<file path="src/rtl/bp_be_scoreboard.sv">
// Issue-stage scoreboard: per-register writeback countdown, memory credits,
// fence / single-step / flush control, and the resulting dispatch decision.
module bp_be_scoreboard #(
    parameter int reg_addr_width_p = 5,
    parameter int max_latency_p    = 7,
    parameter int mem_credits_p    = 8,
    localparam int cnt_w           = $clog2(max_latency_p + 1),
    localparam int mem_w           = $clog2(mem_credits_p + 1)
) (
    input  logic                        clk_i,
    input  logic                        reset_i,
    input  logic                        isd_v_i,
    input  logic [reg_addr_width_p-1:0] isd_rs1_addr_i,
    input  logic [reg_addr_width_p-1:0] isd_rs2_addr_i,
    input  logic [reg_addr_width_p-1:0] isd_rs3_addr_i,
    input  logic                        isd_rs1_v_i,
    input  logic                        isd_rs2_v_i,
    input  logic                        isd_rs3_v_i,
    input  logic                        isd_rs1_fp_i,
    input  logic                        isd_rs2_fp_i,
    input  logic [reg_addr_width_p-1:0] isd_rd_addr_i,
    input  logic                        isd_rd_v_i,
    input  logic                        isd_rd_fp_i,
    input  logic [cnt_w-1:0]            isd_lat_i,
    input  logic                        isd_mem_v_i,
    input  logic                        isd_fence_v_i,
    input  logic                        mem_ret_i,
    input  logic                        flush_i,
    input  logic                        single_step_i,
    input  logic                        freeze_i,
    output logic                        dispatch_v_o,
    output logic                        data_haz_o,
    output logic                        struct_haz_o,
    output logic                        ctrl_haz_o,
    output logic                        busy_o
);

    localparam int regs_lp = 2 ** reg_addr_width_p;
    localparam logic [mem_w-1:0] mem_full_lp = mem_w'(mem_credits_p);

    typedef enum logic [1:0] {
        IDLE,
        STEP,
        DRAIN
    } step_state_e;

    logic [regs_lp-1:0][cnt_w-1:0] int_cnt_q, int_cnt_d;
    logic [regs_lp-1:0][cnt_w-1:0] fp_cnt_q, fp_cnt_d;
    logic [regs_lp-1:0]            int_pend, fp_pend;
    logic [mem_w-1:0]              mem_cnt_q, mem_cnt_d;
    step_state_e                   state_q, state_d;

    logic             rs1_haz, rs2_haz, rs3_haz, waw_haz;
    logic [cnt_w-1:0] rd_cnt;
    logic             step_block;
    logic             rd_load;
    logic             mem_inc, mem_dec;

    // A count of 1 means the result is on the bypass this cycle.
    always_comb begin
        int_pend = '0;
        fp_pend  = '0;
        for (int i = 0; i < regs_lp; i++) begin
            int_pend[i] = int_cnt_q[i] > cnt_w'(1);
            fp_pend[i]  = fp_cnt_q[i] > cnt_w'(1);
        end
        int_pend[0] = 1'b0;
    end

    always_comb begin
        rs1_haz = isd_rs1_v_i & (isd_rs1_fp_i ? fp_pend[isd_rs1_addr_i]
                                              : int_pend[isd_rs1_addr_i]);
        rs2_haz = isd_rs2_v_i & (isd_rs2_fp_i ? fp_pend[isd_rs2_addr_i]
                                              : int_pend[isd_rs2_addr_i]);
        rs3_haz = isd_rs3_v_i & fp_pend[isd_rs3_addr_i];
        rd_cnt  = isd_rd_fp_i ? fp_cnt_q[isd_rd_addr_i]
                              : int_cnt_q[isd_rd_addr_i];
        waw_haz = isd_rd_v_i & (rd_cnt > isd_lat_i);

        busy_o       = (|int_cnt_q) | (|fp_cnt_q) | (mem_cnt_q != '0);
        step_block   = (state_q == DRAIN) & busy_o;
        data_haz_o   = rs1_haz | rs2_haz | rs3_haz | waw_haz;
        struct_haz_o = freeze_i | (isd_mem_v_i & (mem_cnt_q == mem_full_lp));
        ctrl_haz_o   = (isd_fence_v_i & busy_o) | step_block | flush_i;
        dispatch_v_o = isd_v_i & ~data_haz_o & ~struct_haz_o & ~ctrl_haz_o;
    end

    always_comb begin
        rd_load = dispatch_v_o & isd_rd_v_i & (isd_lat_i != '0);
        for (int i = 0; i < regs_lp; i++) begin
            int_cnt_d[i] = flush_i ? '0 :
                (int_cnt_q[i] != '0) ? int_cnt_q[i] - cnt_w'(1) : '0;
            fp_cnt_d[i]  = flush_i ? '0 :
                (fp_cnt_q[i] != '0) ? fp_cnt_q[i] - cnt_w'(1) : '0;
        end
        if (rd_load & isd_rd_fp_i) begin
            fp_cnt_d[isd_rd_addr_i] = isd_lat_i;
        end
        if (rd_load & ~isd_rd_fp_i & (isd_rd_addr_i != '0)) begin
            int_cnt_d[isd_rd_addr_i] = isd_lat_i;
        end
    end

    always_comb begin
        mem_inc   = dispatch_v_o & isd_mem_v_i;
        mem_dec   = mem_ret_i & (mem_cnt_q != '0);
        mem_cnt_d = mem_cnt_q;
        if (mem_inc & ~mem_dec) begin
            mem_cnt_d = mem_cnt_q + mem_w'(1);
        end else if (mem_dec & ~mem_inc) begin
            mem_cnt_d = mem_cnt_q - mem_w'(1);
        end
    end

    // Once drained, DRAIN behaves like STEP so the next step issues at once.
    always_comb begin
        state_d = state_q;
        unique case (state_q)
            IDLE, STEP: begin
                if (!single_step_i) state_d = IDLE;
                else if (dispatch_v_o) state_d = DRAIN;
                else state_d = STEP;
            end
            DRAIN: begin
                if (!busy_o) begin
                    if (!single_step_i) state_d = IDLE;
                    else if (dispatch_v_o) state_d = DRAIN;
                    else state_d = STEP;
                end
            end
            default: state_d = IDLE;
        endcase
    end

    always_ff @(posedge clk_i or posedge reset_i) begin
        if (reset_i) begin
            int_cnt_q <= '0;
            fp_cnt_q  <= '0;
            mem_cnt_q <= '0;
            state_q   <= IDLE;
        end else begin
            int_cnt_q <= int_cnt_d;
            fp_cnt_q  <= fp_cnt_d;
            mem_cnt_q <= mem_cnt_d;
            state_q   <= state_d;
        end
    end

endmodule

</file>
<file path="config.mk">
export PLATFORM = sky130hd
export DESIGN_NAME = bp_be_scoreboard
export DESIGN_NICKNAME = d
export VERILOG_FILES = /design/src/rtl/bp_be_scoreboard.sv
export SDC_FILE = /design/constraint.sdc
export NUM_CORES = 1
export LEC_CHECK = 0
export CORE_MARGIN = 4
export CORE_UTILIZATION = 30
export DETAILED_ROUTE_END_ITERATION = 8
export GPL_ROUTABILITY_DRIVEN = 0
export SLEW_MARGIN = 20
export SYNTH_ARGS = -nofsm -noshare
export SYNTH_HDL_FRONTEND = slang
export SYNTH_SLANG_ARGS = --single-unit
</file>
<file path="constraint.sdc">
create_clock -name clk_i -period 7.85 [get_ports clk_i]
set_input_delay 1.57 -clock clk_i [delete_from_list [all_inputs] [get_ports clk_i]]
set_output_delay 1.57 -clock clk_i [all_outputs]
set_load 0.005 [all_outputs]
</file>
==> results of run 1 <==
==> Yosys cell counts, types with 7 or more instances <==
cell type,count,area (um2)
dfrtp_1,198,4950
nand2_1,155,582
nor2_1,137,514
inv_1,98,368
mux2_2,95,1070
ha_1,92,1150
nor3_1,92,460
a21oi_1,80,400
mux4_2,75,1690
mux2i_1,70,701
clkbuf_1,60,225
nand3_1,53,265
nand2b_1,47,294
nor4_1,43,269
mux2_1,35,394
nand4_1,23,144
buf_2,21,105
or3b_2,21,184
nor3b_1,16,120
o21ai_0,16,80.1
a211oi_1,8,60.1
buf_1,8,30.0
a2111oi_0,7,61.3
and3_1,7,43.8
nor2b_1,7,43.8
nor4b_4,7,166
==> layer usage <==
layer  vias to the layer above  track usage
li1                       5619            -
met1                      6484        0.251
met2                       852        0.299
met3                       190       0.0415
met4                         2        0.104
met5                         -            0
==> critical path: stages <==
cell and delay, ns:
buf_4 0.49, mux4_2 0.59, mux4_2 0.48, and2_1 0.17
a211oi_1 0.30, a21oi_1 0.10, ha_1 0.33, nor2b_1 0.13
o21ai_0 0.14, a21oi_1 0.08, a211oi_1 0.14, and3_1 0.31
nand4_4 0.12, nor3_1 0.30, clkdlybuf4s50_1 0.57
==> cell families after synthesis <==
group | synth area share
simple gates | 0.221
mux | 0.258
flops | 0.325
buf+inv | 0.0491
compound gates | 0.0682
fa+ha+maj | 0.0767
xor+xnor | 0.00230
==> layout by cell type (no fill, tap or decap), types with 38 or more instances in the layout <==
master | Yosys | routed
nor2_1 | 137 | 136
inv_1 | 98 | 97
nor3_1 | 92 | 92
clkdlybuf4s50_1 | 0 | 38
nand2b_1 | 47 | 47
nand3_1 | 53 | 53
a21oi_1 | 80 | 80
dfrtp_1 | 198 | 198
mux2_2 | 95 | 95
mux4_2 | 75 | 75
mux2i_1 | 70 | 70
nor4_1 | 43 | 43
ha_1 | 92 | 92
nand2_1 | 155 | 155
==> cell type report <==
class,count,area share
timing repair buffer,73,0.0383
clock inverter,13,0.00801
inverter,101,0.0229
tap,672,0.0494
clock buffer,19,0.0266
sequential,198,0.291
antenna,1,0.000147
multi-input combinational,1170,0.564
==> state kept, by name, indices dropped and copies added (netlist names) <==
register	count
mem_cnt_q	4
fp_cnt_q	96
state_q	2
int_cnt_q	96
==> per-stage QoR <==
stage / hold slack (ns) / total power, uW / cell area, um2
after CTS: 0.476 / 2320 / 17000
after floorplan: 0.437 / 1290 / 15300
after global routing: 0.489 / 2390 / 17000
after detailed placement: 0.468 / 1410 / 16400
after global placement: 0.450 / 1400 / 16400
final: 0.474 / 2300 / 17000
==> power breakdown <==
part	internal, uW	switching (uW)	total (uW)
combinational	120	216	336
sequential	1030	18.6	1050
clock	466	449	915
total	1620	683	2300
==> worst min path at each step <==
| stage | end | slack (ns) | startpoint |
|---|---|---|---|
| after CTS | state_q[1]$_DFFE_PP0N_ | 0.48 | state_q[0]$_DFFE_PP0N_ |
| after detailed placement | state_q[1]$_DFFE_PP0N_ | 0.47 | state_q[0]$_DFFE_PP0N_ |
| after global placement | state_q[1]$_DFFE_PP0N_ | 0.45 | state_q[0]$_DFFE_PP0N_ |
| after global routing | state_q[1]$_DFFE_PP0N_ | 0.49 | state_q[0]$_DFFE_PP0N_ |
| final | state_q[1]$_DFFE_PP0N_ | 0.47 | state_q[0]$_DFFE_PP0N_ |
| after floorplan | state_q[1]$_DFFE_PP0N_ | 0.44 | state_q[0]$_DFFE_PP0N_ |
==> metrics.cfg, run 1 <==
[run_status]
status=complete, no violations

[detailed_routing]
drt_iter0_markers=1817
met3_length_mm=5.40
avgViaCountPerCell=5.85
first_pass_iters=5
wl_met1_mm=20.4
wirelength_mm=52.6
wl_met2_mm=23.6
drtAntennaViolNets=0
vias=13100
dr.max_layer_used=met5
drc=0
wire_per_inst_um=23.4

[placement]
hpwl_mm=38.1
io_buffers=43
post-place-cells=2214
place_ws_ns=0.383

[grt]
overflow=0
grt_max_degree=82
grt_antenna_before_repair=2
grt_pass1_wl_mm=80.0
groute.usage.overall=0.193
grt_pass1_vias=12800

[synthesis]
ys_seq_elements=198
synth_area_per_cell_um2=9.79
ys.flop_type=dfrtp_1
syn_area_mm2=0.0153
syn_inst=1559
yosysWarnings=0
synth_seq_area_share=0.325
yosys.cell_types.count=73
syn-num-nets=1691
synth_edf_count=0
synthArstFlopShare=1.00

[clock_tree]
clock_sinks=198
clockBufferDepth=2
numCtsBuffers=17
post_cts_buffers=0
tritoncts=yes
clock_latency_ns=0.47
holdBufCountCts=0
cts_root_buf=clkbuf_16
post_cts_resized=0
h-tree-depth=4
path_clk_slew_ns=0.09

[setup_path]
endpoint=dispatch_v_o
worstPathArrival_ns=5.85
cp_max_fo=35
critPathLaunch=isd_rd_addr_i[0]
r2r-start=int_cnt_q[37]$_DFF_PP0_
reg2reg_slack_ns=2.72
end_kind=output pin
r2r-end=mem_cnt_q[3]$_DFFE_PP0P_
start_kind=input port
criticalPathCategory=input port to output pin
reg2reg_depth=21
crit_required_ns=6.28

[floorplan]
dieArea_mm2=0.0546
die_w_um=234
core_mm2=0.0503
io_pins=44
start_util=0.304
row_count=82
die-height_um=234

[finish]
fillers=5085
multiInputGateArea_mm2=0.00959
synthToLayoutAreaGrowth_pct=11.5
finalNetCount=1693
seqCellArea_mm2=0.00495
final_layout_size_suffix_gt1_frac=0.187
fin_util=0.339
final_cells=2247

[timing]
min_period_ns=7.42
finalWorstSetupSlack_ns=0.428
setup_tns_ns=0
maxSlewViolCount=0
relSlewSlack=0.256
fmax_mhz=135
finClkSkew_ns=0.0161
setup_violations=0
finalHoldViolCount=0
tightest_slew_ns=1.11
rsz0062_at_grt=false
period_share=0.945

[pwr]
ir_drop_mv=0.144
powerDensity_mw_per_mm2=135
p_leak_uw=0.00775

[min_path]
worstHoldPathType=register to register
min_path_cells=1

[run]
maxCapViolCount=0

Note: power is estimated with default switching activity, not from simulation.
==> run 2, diff against run 1 <==
Settings changed: GPL_TIMING_DRIVEN set to 0.
==> run 2 against run 1 <==
  * The run now ends with negative setup slack left
  * First-iteration DRC count fell by 0.55%
  * Critical endpoint is now data_haz_o
  * Clock power fell by 1%
  * Maximum frequency fell by 6.1%
  * Sequential share of layout area fell by 0.47 points
  * Via count rose by 4.7%
  * Largest cell class unchanged
  * Hold slack improved by 0.00088 ns
  * Highest routed layer is now met4
==> metrics.cfg, run 2 (synthesis gave the netlist of run 1 again) <==
[grt]
grt_pass1_wl_mm=85.8
grt_pass1_vias=13300
grt_max_degree=101
groute.usage.overall=0.210
overflow=0
grt_antenna_before_repair=3

[clock_tree]
numCtsBuffers=17
holdBufCountCts=0
cts_root_buf=clkbuf_16
tritoncts=yes
clockBufferDepth=2
clock_latency_ns=0.48
path_clk_slew_ns=0.07
clock_sinks=198
h-tree-depth=4

[pwr]
p_leak_uw=0.00784
ir_drop_mv=0.131
powerDensity_mw_per_mm2=135

[timing]
finalHoldViolCount=0
fmax_mhz=127
setup_violations=1
rsz0062_at_grt=false
maxSlewViolCount=0
min_period_ns=7.90
finClkSkew_ns=0.0189
whs_ns=0.475
relSlewSlack=0.197
tightest_slew_ns=1.20
finalWorstSetupSlack_ns=-0.0539
period_share=1.01

[floorplan]
core_mm2=0.0503
dieArea_mm2=0.0546
row_count=82
io_pins=44
die-height_um=234
die_w_um=234
start_util=0.304

[placement]
placed_cell_area_mm2=0.0166
hpwl_mm=43.1
io_buffers=34

[finish]
layout_common_cells=dfrtp_1 (198), nand2_1 (155), nor2_1 (137)
design_area_mm2=0.0173
mostFrequentLayoutCell=dfrtp_1
finalNetCount=1751
synthToLayoutAreaGrowth_pct=13.4
fin_util=0.344
fillers=5085
final_layout_size_suffix_gt1_frac=0.186
reg.largest.list=fp_cnt_q: 96 flops, int_cnt_q: 96 flops, mem_cnt_q: 4 flops

[setup_path]
criticalPathCategory=input port to output pin
start_kind=input port
crit_required_ns=6.28
cp_max_fo=10
worstPathArrival_ns=6.33
critPathMaxStageDelay_ns=0.52
crit_chain=dlygate4sd2_1 -> buf_8 -> buf_6 -> buf_4 -> mux4_2 -> a31oi_1 -> o21ai_0 -> a21oi_1 -> a311oi_2 -> ha_1 -> o21ai_0 -> a21oi_1 -> a211oi_1 -> and3_2 -> and4_2 -> clkbuf_8 -> nand2_1 -> clkdlybuf4s50_1
end_kind=output pin
cpMaxStageDelayCell=o21ai_0

[detailed_routing]
wire_per_inst_um=25.0
drc=0
drtAntennaViolNets=0
vias=13800
first_pass_iters=6
avgViaCountPerCell=5.97
wirelength_mm=57.6
drt_iter0_markers=1807

[run_status]
violations=negative setup slack
status=complete, but fails checks

[min_path]
worstHoldPathType=register to register

[run]
maxCapViolCount=0

==> run 2: changes by cell type in the layout (fill, tap and decap cells not counted), moves of 3 or more <==
cell / previous run / this run
nor4_4: 2 / 6
nor4_2: 5 / 1
buf_6: 1 / 5
clkbuf_2: 0 / 5
buf_2: 3 / 20
clkdlybuf4s50_1: 38 / 32
clkbuf_1: 0 / 55
inv_8: 5 / 1
inv_6: 3 / 6
buf_4: 30 / 6
==> run 2: cell type report <==
type,count,area [um2],share of cell area
antenna,3,7.51,0.000434
timing repair buffer,41,435,0.0252
clock inverter,12,115,0.00665
tap,672,841,0.0486
inverter,101,389,0.0225
multi-input combinational,1170,9670,0.559
sequential,198,4950,0.286
buffer,90,445,0.0257
clock buffer,20,447,0.0258
==> run 2: worst max-delay path: cells and delay by family <==
kind,cells,cell delay (ns)
AOI/OAI and AO/OA,7,1.61
adders and majority gates,1,0.32
buffers and inverters,6,1.85
muxes,1,0.24
and+or+nand+nor,3,0.71
==> run 2: routing by layer <==
metal,up-vias,wire [um],global-route usage,share of wire
li1,5754,-,-,-
met1,6857,22200,0.272,0.39
met2,941,25100,0.313,0.44
met3,218,6560,0.0634,0.11
met4,0,3740,0.114,0.065
met5,-,0,0,0
==> run 2: power breakdown <==
| part | total (uW) | switching (uW) | internal, uW |
|---|---|---|---|
| Combinational | 377 | 247 | 131 |
| Clock | 905 | 453 | 452 |
| Sequential | 1050 | 18.1 | 1030 |
| Total | 2340 | 718 | 1620 |
==> run 2: timing repair <==
item                                    CTS  global route
gates cloned                              0             0
endpoints found under the setup margin    3             2
gates resized for setup                  49             6
buffers inserted                          1             0
pin swaps                                 1             0
==> run 2: per-stage QoR <==
step | cells | total power, uW | TNS [ns] | setup slack, ns
final | 2307 | 2340 | -0.0539 | -0.0539
after global routing | 2305 | 2410 | 0 | 0.00596
after CTS | 2304 | 2330 | 0 | 0.0169
after detailed placement | 2271 | 1430 | -19.37 | -1.74
after global placement | 2265 | 1420 | -435.65 | -2.16
after floorplan | 1559 | 1290 | 0 | 0.883
==> run 2: final timing paths <==
| check | from | to | slack, ns | cells past startpoint |
|---|---|---|---|---|
| hold / removal | state_q[0]$_DFFE_PP0N_ | state_q[1]$_DFFE_PP0N_ | 0.47 | 1 |
| setup / recovery | isd_rd_addr_i[0] | data_haz_o | -0.05 | 18 |
| min in group asynchronous | reset_i | mem_cnt_q[2]$_DFFE_PP0P_ | 1.62 | 3 |
| hold reg to reg | state_q[0]$_DFFE_PP0N_ | state_q[1]$_DFFE_PP0N_ | 0.47 | 1 |
| setup reg to reg | fp_cnt_q[35]$_DFF_PP0_ | mem_cnt_q[3]$_DFFE_PP0P_ | 2.33 | 23 |
| max in group asynchronous | reset_i | fp_cnt_q[35]$_DFF_PP0_ | 5.25 | 4 |
==> run 3, diff against run 2 <==
Settings changed: CAP_MARGIN set to 15.
Clock period 7.85 ns to 7.5 ns, I/O delays scaled along.
==> run 3 against run 2 <==
  * Non-clock buffer count up 2
  * Utilization up 0.082 points
  * The run now ends clean
  * Combinational power up 5%
  * Highest routed layer is now met5
  * Critical path type unchanged
==> metrics.cfg, run 3 (synthesis gave the netlist of run 1 again) <==
[floorplan]
dieArea_mm2=0.0546
start_util=0.304
io_pins=44
core_mm2=0.0503
die-height_um=234
row_count=82
die_w_um=234

[finish]
final_layout_size_suffix_gt1_frac=0.190
reg.largest.list=fp_cnt_q: 96 flops, int_cnt_q: 96 flops, mem_cnt_q: 4 flops
mostFrequentLayoutCell=dfrtp_1
fin_util=0.345
synthToLayoutAreaGrowth_pct=13.6
finalNetCount=1753
fillers=5082
layout_common_cells=dfrtp_1 (198), nand2_1 (155), nor2_1 (137)
final_cells=2307

[grt]
grt_pass1_wl_mm=85.7
grt_pass1_vias=13300
groute.usage.overall=0.210
grt_antenna_before_repair=3
overflow=0
grt_max_degree=101

[run]
maxCapViolCount=0

[setup_path]
criticalPathCategory=input port to output pin
end_kind=output pin
reg2reg_slack_ns=2.16
r2r-end=mem_cnt_q[3]$_DFFE_PP0P_
start_kind=input port
r2r-start=fp_cnt_q[35]$_DFF_PP0_
cp_max_fo=10
worstPathArrival_ns=5.88
crit_required_ns=6.00
reg2reg_depth=23

[clock_tree]
tritoncts=yes
clock_sinks=198
path_clk_slew_ns=0.07
numCtsBuffers=17
cts_root_buf=clkbuf_16
clockBufferDepth=2
holdBufCountCts=0
h-tree-depth=4
clock_latency_ns=0.48

[pwr]
ir_drop_mv=0.137
p_leak_uw=0.00785
powerDensity_mw_per_mm2=141

[detailed_routing]
first_pass_iters=5
drt_iter0_markers=1808
wire_per_inst_um=24.9
drtAntennaViolNets=0
vias=13700
drc=0
avgViaCountPerCell=5.93
wirelength_mm=57.5

[timing]
rsz0062_at_grt=false
relSlewSlack=0.186
setup_violations=0
period_share=0.984
finClkSkew_ns=0.0178
min_period_ns=7.38
maxSlewViolCount=0
finalHoldViolCount=0
fmax_mhz=135
tightest_slew_ns=1.22

[min_path]
worstHoldPathType=register to register
min_path_cells=1
whs_endpoint=state_q[1]$_DFFE_PP0N_
hold_start=state_q[0]$_DFFE_PP0N_

[placement]
io_buffers=34
hpwl_mm=43.1
post-place-cells=2271

[run_status]
status=complete, no violations

==> run 3: cell types whose count changed in the layout (fill, tap and decap cells not counted), sizes merged <==
cell / delta
dlymetal6s2s: -1
clkdlybuf4s15: +1
buf: +2
diode: -2
==> run 3: worst max path at each step <==
stage | from | to | slack, ns
floorplan | reset_i | fp_cnt_q[0]$_DFF_PP0_ | 0.60
global placement | reset_i | fp_cnt_q[33]$_DFF_PP0_ | -2.44
detailed placement | isd_rd_addr_i[1] | dispatch_v_o | -1.95
CTS | isd_rd_addr_i[3] | data_haz_o | 0.04
global route | isd_rd_addr_i[1] | data_haz_o | 0.08
finish | isd_rd_addr_i[1] | data_haz_o | 0.12
==> run 3: critical path, cell delays in order <==
cell,delay [ns]
dlygate4sd2_1,0.33
clkbuf_8,0.20
buf_6,0.19
mux4_2,0.41
mux4_2,0.56
a211oi_2,0.29
a21oi_1,0.10
ha_1,0.32
nor2b_1,0.13
o21ai_0,0.14
a21oi_1,0.13
a211oi_2,0.17
and3_2,0.27
and4_2,0.33
clkbuf_8,0.23
nand2_1,0.08
clkdlybuf4s50_1,0.49
==> run 3: layout make-up <==
type                       instances  area, um2  share of cell area
multi-input combinational       1170       9670               0.558
antenna                            1       2.50            0.000144
clock buffer                      20        447              0.0258
inverter                         101        389              0.0224
tap                              672        841              0.0485
sequential                       198       4950               0.286
timing repair buffer              44        450              0.0260
clock inverter                    12        115             0.00664
buffer                            89        472              0.0272
==> run 3: routing by layer <==
| layer | global-route usage | vias to the layer above | part of all wire |
|---|---|---|---|
| met3 | 0.0611 | 217 | 0.11 |
| met4 | 0.115 | 2 | 0.065 |
| met5 | 0 | - | 0.00023 |
| li1 | - | 5753 | - |
| met2 | 0.312 | 888 | 0.44 |
| met1 | 0.272 | 6820 | 0.38 |
==> run 3: metrics by stage <==
stage | TNS, ns | power [uW] | cell area (um2) | setup WS, ns | hold WS (ns)
floorplan | 0 | 1350 | 15300 | 0.603 | 0.437
global placement | -525.59 | 1490 | 16400 | -2.44 | 0.450
detailed placement | -60.20 | 1500 | 16600 | -1.95 | 0.473
CTS | 0 | 2440 | 17300 | 0.0441 | 0.478
global route | 0 | 2520 | 17300 | 0.0771 | 0.513
finish | 0 | 2440 | 17300 | 0.118 | 0.475
==> run 3: power by group <==
part	switching, uW	leakage [uW]	internal [uW]
clock network	472	0.000269	473
registers	19.0	0.00276	1080
logic	257	0.00483	139
total	747	0.00785	1690
==> run 3: repair_timing <==
action	in CTS	in global routing
pin swaps	2	0
gates resized for setup	55	12
setup buffers	4	0
endpoints found under the setup margin	29	2
